<file path="config.mk">
export PLATFORM = sky130hd
export DESIGN_NAME = uart_reg_responder
export DESIGN_NICKNAME = d
export VERILOG_FILES = /design/src/rtl/uart_reg_responder.sv
export SDC_FILE = /design/constraint.sdc
export NUM_CORES = 1
export LEC_CHECK = 0
export ABC_CLOCK_PERIOD_IN_PS = 2380
export BUFFER_PORTS_ARGS = -buffer_cell sky130_fd_sc_hd__buf_4
export CAP_MARGIN = 20
export CORE_ASPECT_RATIO = 0.9
export CORE_UTILIZATION = 55
export DETAILED_ROUTE_END_ITERATION = 10
export PLACE_DENSITY_LB_ADDON = 0.25
export SETUP_SLACK_MARGIN = 0.1
export SLEW_MARGIN = 10
export SYNTH_ARGS = -nofsm -noshare
export SYNTH_HDL_FRONTEND = slang
export SYNTH_SLANG_ARGS = --single-unit
</file>
<file path="constraint.sdc">
create_clock -name i_clk -period 2.38 [get_ports i_clk]
set_input_delay 0.119 -clock i_clk [delete_from_list [all_inputs] [get_ports i_clk]]
set_output_delay 0.119 -clock i_clk [all_outputs]
set_load 0.005 [all_outputs]
</file>
<file path="src/rtl/uart_reg_responder.sv">
// Byte-command register responder between a UART receiver and transmitter.
// Optional inter-byte write timeout is enabled by defining UART_REG_RESP_TIMEOUT_EN.
module uart_reg_responder #(
  parameter int                      WIDTH_DATA     = 8,
  parameter int                      NUM_REGS       = 16,
  parameter logic [WIDTH_DATA-1:0]   ACK_BYTE       = 8'hA5,
  parameter logic [WIDTH_DATA-1:0]   NAK_BYTE       = 8'h5A,
  parameter int                      TIMEOUT_CYCLES = 1024
) (
  input  logic                           i_clk,
  input  logic                           i_reset_n,
  input  logic [WIDTH_DATA-1:0]          iv_rx_data,
  input  logic                           i_rx_data_ready,
  output logic [WIDTH_DATA-1:0]          ov_tx_data,
  output logic                           o_tx_data_ready,
  input  logic                           i_tx_busy,
  output logic [NUM_REGS*WIDTH_DATA-1:0] ov_regs,
  output logic                           o_overrun,
  output logic                           o_timeout
);

  typedef enum logic [1:0] {
    IDLE      = 2'd0,
    WAIT_DATA = 2'd1,
    SEND      = 2'd2,
    WAIT_TX   = 2'd3
  } state_t;

  state_t                r_state;
  state_t                w_state_next;
  logic [WIDTH_DATA-1:0] r_regs [NUM_REGS];
  logic [WIDTH_DATA-1:0] r_tx_data;
  logic [WIDTH_DATA-1:0] w_tx_next;
  logic [WIDTH_DATA-1:0] w_rd_data;
  logic [3:0]            r_addr;
  logic [3:0]            w_addr;
  logic                  w_cmd_ok;
  logic                  w_wr_en;
  logic                  w_timeout;
  logic                  r_busy_seen;
  logic                  r_overrun;

  assign w_addr   = iv_rx_data[3:0];
  assign w_cmd_ok = (iv_rx_data[6:4] == 3'd0) && (32'(w_addr) < NUM_REGS);

  always_comb begin
    w_rd_data = '0;
    for (int k = 0; k < NUM_REGS; k++) begin
      if (w_addr == 4'(k)) w_rd_data = r_regs[k];
    end
  end

`ifdef UART_REG_RESP_TIMEOUT_EN
  localparam int CNT_W = (TIMEOUT_CYCLES > 2) ? $clog2(TIMEOUT_CYCLES) : 1;
  logic [CNT_W-1:0] r_cnt;

  always_ff @(posedge i_clk or negedge i_reset_n) begin
    if (!i_reset_n)                r_cnt <= '0;
    else if (r_state != WAIT_DATA) r_cnt <= '0;
    else                           r_cnt <= r_cnt + 1'b1;
  end
`endif

  always_comb begin
    w_state_next    = r_state;
    w_tx_next       = r_tx_data;
    w_wr_en         = 1'b0;
    w_timeout       = 1'b0;
    o_tx_data_ready = 1'b0;
    case (r_state)
      IDLE: begin
        if (i_rx_data_ready) begin
          if (!w_cmd_ok) begin
            w_tx_next    = NAK_BYTE;
            w_state_next = SEND;
          end else if (iv_rx_data[7]) begin
            w_state_next = WAIT_DATA;
          end else begin
            w_tx_next    = w_rd_data;
            w_state_next = SEND;
          end
        end
      end
      WAIT_DATA: begin
        // A data byte in the last counted cycle takes priority over the timeout.
        if (i_rx_data_ready) begin
          w_wr_en      = 1'b1;
          w_tx_next    = ACK_BYTE;
          w_state_next = SEND;
        end
`ifdef UART_REG_RESP_TIMEOUT_EN
        else if (r_cnt == CNT_W'(TIMEOUT_CYCLES - 1)) begin
          w_timeout    = 1'b1;
          w_state_next = IDLE;
        end
`endif
      end
      SEND: begin
        if (!i_tx_busy) begin
          o_tx_data_ready = 1'b1;
          w_state_next    = WAIT_TX;
        end
      end
      WAIT_TX: begin
        if (r_busy_seen && !i_tx_busy) w_state_next = IDLE;
      end
      default: w_state_next = IDLE;
    endcase
  end

  always_ff @(posedge i_clk or negedge i_reset_n) begin
    if (!i_reset_n) begin
      r_state     <= IDLE;
      r_tx_data   <= '0;
      r_addr      <= '0;
      r_busy_seen <= 1'b0;
      r_overrun   <= 1'b0;
    end else begin
      r_state   <= w_state_next;
      r_tx_data <= w_tx_next;
      if (r_state == IDLE && i_rx_data_ready) r_addr <= w_addr;
      // Busy must be observed high before its falling edge ends the transfer.
      if (r_state != WAIT_TX) r_busy_seen <= 1'b0;
      else if (i_tx_busy)     r_busy_seen <= 1'b1;
      if (i_rx_data_ready && (r_state == SEND || r_state == WAIT_TX)) r_overrun <= 1'b1;
    end
  end

  always_ff @(posedge i_clk or negedge i_reset_n) begin
    if (!i_reset_n) begin
      for (int k = 0; k < NUM_REGS; k++) r_regs[k] <= '0;
    end else begin
      for (int k = 0; k < NUM_REGS; k++) begin
        if (w_wr_en && r_addr == 4'(k)) r_regs[k] <= iv_rx_data;
      end
    end
  end

  genvar gi;
  generate
    for (gi = 0; gi < NUM_REGS; gi++) begin : g_flat
      assign ov_regs[gi*WIDTH_DATA +: WIDTH_DATA] = r_regs[gi];
    end
  endgenerate

  assign ov_tx_data = r_tx_data;
  assign o_overrun  = r_overrun;
  assign o_timeout  = w_timeout;

endmodule

</file>
==> impl_metrics.tcl <==
set metrics [dict create \
    outcome "completed" \
    synthCells 594 \
    syn_avg_cell_area_um2 11.8 \
    ff2ff_setup_slack_ns 0.24 \
    grt_max_degree 68 \
    antenna_found_initial 0 \
    slowest_delay_ns 0.41 \
    yosysSeqAreaShare_pct 51.3 \
    min_path_type "input port to register" \
    cap_viol_max_count 0 \
    final_antenna_net_count 0 \
    cts_buffers 17 \
    path_max_fanout 11 \
    ir_drop_mv 0.627 \
    yosys-top-cells-area "dfrtp_1 51%, mux2_2 19%, o21ai_0 2.9%" \
    mostFrequentLayoutCell "buf_4" \
    die_w_um 121 \
    synth_area_leader_cell "dfrtp_1" \
    syn_to_final_growth_pct 27.6 \
    criticalPathCategory "register to register" \
    min_period_ns 2.14 \
    pre_cts_slack_ns 0.0681 \
    cts_tree "built" \
    grt_pass1_vias 5595 \
    via_count 5908 \
    timing.final.ws_setup_ns 0.241 \
    port_buffers 149 \
    rows 38 \
    synth_edf_count 0 \
    netlist_area_mm2 0.00702 \
    cpMaxStageDelayCell "dfrtp_1" \
    hold_viol 0 \
    finalSetupTns_ns 0 \
    synth_seq_cells 144 \
    htreeDepth 4 \
    clkTransAtPathRegs_ns 0.06 \
    cts_sinks 144 \
    synth_nets 611 \
    die-area_mm2 0.0132 \
    crit_family "simple AND/OR/NAND/NOR gates" \
    n_antenna_cell 0 \
    initial_core_util_pct 57.2 \
    clock_latency_ns 0.43 \
    min_period_over_period_pct 89.9 \
    report.final.slew_viol_count 0 \
    dpl_cell_area_mm2 0.00835 \
    wl_um 21600 \
    viasPerCell 6.40 \
    n_fill_cell 856 \
    grt_util_all_layers_pct 34.0 \
    async_flop_share_pct 100 \
    rsz0062_at_grt "yes" \
    leakage_nw 4.42 \
    ys_types 56 \
    dp.cells 889 \
    grt_remaining_overflow 0 \
    grt_pass1_wl_um 32700 \
    root_buffer "clkbuf_16" \
    clock-skew-final_ns 0.00639 \
    cts.path.max_buffers 2 \
    ys.flop_type "dfrtp_1" \
    post_drt_wl_per_cell_um 23.4 \
    yosys.area.top_type_share_pct 51.3 \
    path_cells "inv_1 > ha_2 > nand2_1 > nor3_1 > nand2b_1 > mux2_2" \
    core-area_mm2 0.0123 \
    drive_gt1_share_pct 44.4 \
    powerDensity_mw_per_mm2 1050 \
    maxSlewHeadroom_pct 50.7 \
    worst_pin_slew_ns 0.739 \
    holdWs_ns 0.0198 \
    die_height_um 109 \
    final_cell_mix "172 x buf_4, 144 x dfrtp_1, 118 x mux2_2" \
    cp_num_buf_inv 1 \
    required_ns 2.69 \
    yosysWarningCount 0 \
    crit_path_end_kind "register" \
    drc 0 \
    setup_viol 0 \
    post-route-util_pct 73.0 \
    stdcell_area_mm2 0.00895 \
    layout.nets 768 \
    p_total_mw 9.40 \
    dr.first_iter.drc_count 662 \
    io_pins 151 \
    gp_congestion 0.999 \
    hpwl_um 14600 \
    start_kind "register" \
    firstDrtPassIters 6 \
    layoutNonFillerInstCount 923 \
    worstPathArrival_ns 2.45 \
    max_freq_mhz 467 \
]
## worst reg2reg max path: cells and delay by family, from the launching register on
kind                     cells  cell delay (ns)
buffers and inverters        1             0.12
AND/OR/NAND/NOR              3             0.85
adder cells (fa/ha/maj)      1             0.25
multiplexers                 1             0.40
flip-flops                   1             0.41
## cells in the mapped netlist (4+ instances only)
cell type,n
a21oi_1,20
inv_1,8
nand3b_1,4
nand2_1,50
nand2b_1,14
mux2_2,118
o22ai_1,5
buf_2,7
o21ai_0,41
nor2_1,23
nor3_1,10
nand3_1,6
ha_1,5
dfrtp_1,144
buf_4,7
mux2i_1,20
clkbuf_1,24
nor2b_1,7
a211oi_1,6
a211o_1,5
o2bb2ai_1,4
mux4_2,7
## flip-flops by register name, indices dropped and copies added (netlist names)
| register | count |
|---|---|
| r_busy_seen | 1 |
| r_state | 2 |
| r_addr | 4 |
| ov_tx_data | 8 |
| ov_regs | 128 |
| o_overrun | 1 |
## final cells by class
cell class / instances / area, um^2 / share of cell area (%)
clock buffers: 20 / 457 / 5.10
clock inverters: 11 / 91.3 / 1.02
inverters: 8 / 30.0 / 0.335
multi-input cells: 403 / 3210 / 35.8
flip-flops and latches: 144 / 3600 / 40.3
well taps: 160 / 200 / 2.24
repair buffers: 177 / 1360 / 15.2
## path summary, 6_finish.rpt
path,start,endpoint,depth (start not counted)
min,i_rx_data_ready,o_overrun$_DFFE_PN0P_,3
min reg2reg,o_overrun$_DFFE_PN0P_,o_overrun$_DFFE_PN0P_,1
max in group asynchronous,i_reset_n,ov_regs[109]$_DFFE_PN0P_,3
min in group asynchronous,i_reset_n,o_overrun$_DFFE_PN0P_,2
max reg2reg,r_state[1]$_DFFE_PN0P_,ov_regs[11]$_DFFE_PN0P_,6
max,r_state[1]$_DFFE_PN0P_,ov_regs[11]$_DFFE_PN0P_,6
## kinds of logic after synthesis
group / Yosys count / synth area share (%)
AND/OR/NAND/NOR: 134 / 9.50
other: 1 / 0.0534
buffers and inverters: 47 / 3.12
multiplexers: 145 / 24.0
flip-flops: 144 / 51.3
adder cells (fa/ha/maj): 5 / 0.891
AO/OA/AOI/OAI: 118 / 11.1
## what timing repair did
item	4_1_cts	5_1_grt
hold endpoints to repair	66	0
buffers inserted	0	1
setup endpoints to repair	8	33
resized for setup	1	2
pin swaps	0	1
hold buffers	2	0
## where the power goes
part / switching, mW / total, mW / internal [mW]
registers: 0.755 / 3.96 / 3.21
logic: 1.22 / 2.94 / 1.72
clock network: 1.03 / 2.50 / 1.47
total: 3.00 / 9.40 / 6.40
## per-layer routing
layer  global-route usage (%)  up-vias  share of wire [%]
met2                     51.1      425                 46
met1                     47.4     2935                 39
met3                     8.47       59                 11
li1                         -     2489                  -
met5                        0        -                  0
met4                     13.7        0                3.2
Note: power is estimated with default switching activity, not from simulation.
